`config.mk`:
```
export PLATFORM = sky130hd
export DESIGN_NAME = layer_serializer
export DESIGN_NICKNAME = d
export VERILOG_FILES = /design/src/rtl/layer_serializer.sv
export SDC_FILE = /design/constraint.sdc
export NUM_CORES = 1
export LEC_CHECK = 0
export ABC_AREA = 1
export BUFFER_PORTS_ARGS = -buffer_cell sky130_fd_sc_hd__buf_2
export CORE_MARGIN = 8
export CORE_UTILIZATION = 51
export DETAILED_ROUTE_END_ITERATION = 16
export PLACE_DENSITY = 0.78
export RECOVER_POWER = 25
export REMOVE_ABC_BUFFERS = 1
export SLEW_MARGIN = 20
export SYNTH_ARGS = -nofsm -noshare
export SYNTH_HDL_FRONTEND = slang
export SYNTH_SLANG_ARGS = --single-unit
export TNS_END_PERCENT = 50
```
`constraint.sdc`:
```
create_clock -name clk -period 28.9 [get_ports clk]
set_clock_uncertainty 0.1 [all_clocks]
set_input_delay 1.445 -clock clk [delete_from_list [all_inputs] [get_ports clk]]
set_output_delay 1.445 -clock clk [all_outputs]
set_load 0.05 [all_outputs]
```
`src/rtl/layer_serializer.sv`:
```
// layer_serializer: buffers one layer's neuron outputs and streams them one element per handshake
module layer_serializer #(
  parameter int data_width  = 16,
  parameter int num_neurons = 30,
  parameter int cnt_width   = $clog2(num_neurons)
) (
  input  logic                              clk,
  input  logic                              rst,
  input  logic                              in_valid,
  input  logic [num_neurons*data_width-1:0] in_data,
  output logic [data_width-1:0]             out_data,
  output logic                              out_valid,
  input  logic                              out_ready,
  output logic                              out_last,
  output logic                              busy,
  output logic                              overrun
);
  typedef enum logic {IDLE, SEND} state_t;
  localparam logic [cnt_width-1:0] last_idx = cnt_width'(num_neurons - 1);
  state_t                state, state_n;
  logic [cnt_width-1:0]  idx, idx_n;
  logic [data_width-1:0] buf_q [num_neurons];
  logic [data_width-1:0] words [num_neurons];
  logic                  hs, fin, accept, drop;
  logic [data_width-1:0] out_data_n;
  logic                  out_valid_n, out_last_n, overrun_n;
  for (genvar g = 0; g < num_neurons; g++) begin : g_words
    assign words[g] = in_data[g*data_width +: data_width];
  end
  always_ff @(posedge clk) begin
    if (rst) begin
      state     <= IDLE;
      idx       <= '0;
      out_data  <= '0;
      out_valid <= 1'b0;
      out_last  <= 1'b0;
      busy      <= 1'b0;
      overrun   <= 1'b0;
    end else begin
      state     <= state_n;
      idx       <= idx_n;
      out_data  <= out_data_n;
      out_valid <= out_valid_n;
      out_last  <= out_last_n;
      busy      <= state_n == SEND;
      overrun   <= overrun_n;
    end
  end
  always_ff @(posedge clk)
    if (accept && !rst) buf_q <= words;
  // a new frame is only taken when idle or exactly on the final handshake of the current one
  always_comb begin
    hs      = out_valid & out_ready;
    fin     = hs & (idx == last_idx);
    accept  = in_valid & ((state == IDLE) | fin);
    drop    = in_valid & (state == SEND) & ~fin;
    state_n = accept ? SEND : fin ? IDLE : state;
    idx_n   = (accept | fin) ? '0 : hs ? idx + 1'b1 : idx;
  end
  always_comb begin
    out_data_n  = accept ? words[0] : (state_n == SEND) ? buf_q[idx_n] : out_data;
    out_valid_n = state_n == SEND;
    out_last_n  = out_valid_n & (idx_n == last_idx);
    overrun_n   = overrun | drop;
  end
endmodule

```
==> metrics <==
final cell utilization of the core 0.624; total track usage 0.245; worst path bufs/invs 4; number of library cell types mapped by synthesis 28; cell taking the most area after synthesis edfxtp_1; kind of capture point of the worst setup path flip-flop; DRC Markers 0; RSZ-0062 raised after global routing false; clock sink total about 500; Root Buffer clkbuf_16; number of max-slew violations in the final report 0; #FFs+latches synth just over 500; combined area of the multi-input logic cells roughly 0.0055 mm²; IO buf count just over 500; headroom to the max-slew limit 0.224; top-level I/O count 504; Req. time, crit path 29300 ps; maximum resistive drop on vdd 0.0643 mV; top post-synthesis cells by count edfxtp_1, nand2_1, nand3_1, nor2_1, inv_1; fraction of final layout cells with drive strength greater than 1 0.242; antenna violations before repair 13; Post-Route Hold Slack around 370 ps; detailed-routing iteration count for the pre-antenna-repair pass 6; number of flops mapped to enable cells by yosys 480; die height around 220 µm; Detailed Route Iter0 Violations approximately 1.9k; CP dominant cell by count nand2_1; post-CTS setup repair buffer count 0; worst setup path start out_ready; Setup violations, final 0; GPL Wtd Cong roughly 0.84; detailed-route via count between 15k and 20k; launching point of the worst reg2reg path idx[1]; die width about 220 µm; post-DR vias/cell 5.40; FMAX 198 MHz; number of buffers on the longest clock path 3; area share of the largest cell type after synthesis 0.666; maximum number of pins on one net before global-route repair slightly above 200; top fanout value on the critical path between 90 and 100; cell-by-cell listing of the critical path buf_2 -> nand2_1 -> inv_1 -> nand2_2 -> o21a_4 -> buf_4 -> buf_4 -> nand2_2 -> nor2_4 -> nand3_1 -> nand2_1 -> nor2_1 -> nand2_1 -> nand2_1 -> a21oi_1; leak pwr 11.1 nW; Syn Inst Count a little under 2k; mean cell area of the mapped netlist about 11 µm²; Slowest cell on crit path buf_4; most instantiated flip-flop cell in the synthesis netlist edfxtp_1; final layout net count 2924; power density over cell area between 60 and 70 mW/mm²; leading cell type by number of instances after synthesis edfxtp_1; detailed-placement wirelength estimate around 43000 µm; insertion delay of the later-clocked pin in the worst-skew pair slightly below 600 ps; # H-tree levels 2; number of hold violations in the final report 0; clock transition at the registers of the reported paths about 60 ps; residual overflow from global routing 0; final cycle utilization of the critical path 0.175; slew at the pin with the worst max-slew slack ~1200 ps; total die area around 0.05 mm²; Resized cells post-CTS 0; number of buffers created by CTS 52; Hold Crit Start out_data[9]; signal arrival time at the worst endpoint ~5500 ps; WL per Instance 20.7 µm; Post-synth ARST share 0; final critical path time including I/O delays and setup 5060 ps; post-synthesis sequential area ratio 0.689; detailed-route wire length roughly 63000 µm; Largest stage delay, worst path between 800 and 900 ps; TritonCTS clock tree built; final-layout setup total negative slack 0 ps; via count of the first global-routing pass 16.8k; Syn Std Cell Area between 0.02 and 0.025 mm²; number of hold-repair buffers added at the cts stage 0; core region area around 0.042 mm²; number of max-capacitance violations reported 0; dominant delay contributor by cell family on the critical path simple AND/OR/NAND/NOR gates; status finished, final reports clean; total of warnings raised by yosys 0; Starting Density 0.516; wire length of the first global-routing pass between 90000 and 100000 µm; synth-to-layout area growth 20.9%; fill count ~3.3k; type of the worst setup path input pin to flip-flop; remaining number of nets flagged by the antenna check after routing 0; class of the tightest hold or removal check flip-flop to flip-flop; biggest area contributors in the synthesized netlist edfxtp_1, nand3_1, nand2_1; Worst setup SP type input pin; number of core rows 75; Storage cell area ~0.015 mm²
## state kept, by name, indices dropped and copies added (netlist names)
name and flops:
overrun 1, out_last 1, idx 5, buf_q 480, state 1, out_data 16
## tightest hold or removal path, cell delays in order, from the launching register on
cell	delay (ps)
dfxtp_1	310
nand2_1	60
a21oi_1	50
## path summary, 6_finish.rpt
kind | to | cells after the start | slack [ps]
min | out_data[9] | 2 | 370
max reg2reg | out_data[2] | 16 | 24280
min reg2reg | out_data[9] | 2 | 370
max | out_data[2] | 15 | 23840
## kinds of logic after synthesis
group / count (synthesis) / share of synthesized area
AND/OR/NAND/NOR: 1054 / 0.222
flip-flops: 504 / 0.689
buffers and inverters: 324 / 0.0604
AO/OA/AOI/OAI: 102 / 0.0260
XOR/XNOR: 3 / 0.00156
adder cells (fa/ha/maj): 2 / 0.00116
## final cells by class
class | instances | share of cell area
clock buffer | 69 | 0.0545
timing repair buffer | 518 | 0.102
sequential | 504 | 0.569
clock inverter | 26 | 0.00861
multi-input combinational | 1161 | 0.209
inverter | 201 | 0.0291
antenna | 13 | 0.00124
tap | 539 | 0.0258
## per-stage QoR
step	total power, mW	setup WS, ps	instances	cell area, µm²
after detailed placement	0.998	23160	2922	24400
after floorplan	0.956	5360	1866	21100
final	1.64	23840	3031	26200
after global routing	1.69	23580	3029	26100
after CTS	1.65	23800	3017	26100
after global placement	0.995	23390	2922	24400
## where the power goes
group / switching (mW) / total (mW) / internal, mW
Combinational: 0.0928 / 0.142 / 0.0493
Sequential: 0.00778 / 0.842 / 0.834
Clock: 0.273 / 0.654 / 0.381
## routing by layer
| metal | routed length [µm] | track usage | up-vias |
|---|---|---|---|
| li1 | - | - | 7652 |
| met1 | 24300 | 0.307 | 7802 |
| met2 | 30900 | 0.405 | 792 |
| met3 | 5060 | 0.0493 | 131 |
| met4 | 2470 | 0.117 | 2 |
| met5 | 17 | 0 | - |
## cell usage in the layout (no fill, tap or decap)
cell type and count:
nand3_1 322, nor2_2 1, xor2_1 2, clkbuf_1 17
inv_2 2, buf_12 2, clkinv_2 10, nand2_4 1
xor2_2 1, diode_2 13, bufinv_16 4, clkbuf_8 4
o211ai_4 1, a21oi_1 33, o21ai_1 7, nor2_1 281
dfxtp_1 24, nand3b_1 112, o21ai_0 43, o211ai_1 17
buf_6 1, edfxtp_1 480, inv_6 1, buf_2 498
clkinv_4 1, o21a_4 1, nand2_1 329, nor3_2 1
buf_16 1, clkinv_1 11, inv_8 1, clkbuf_16 53
nor4_1 1, ha_1 2, inv_1 197, nand2_2 3
nor2_4 3, buf_4 11
Power figures use the tool's default switching activity.
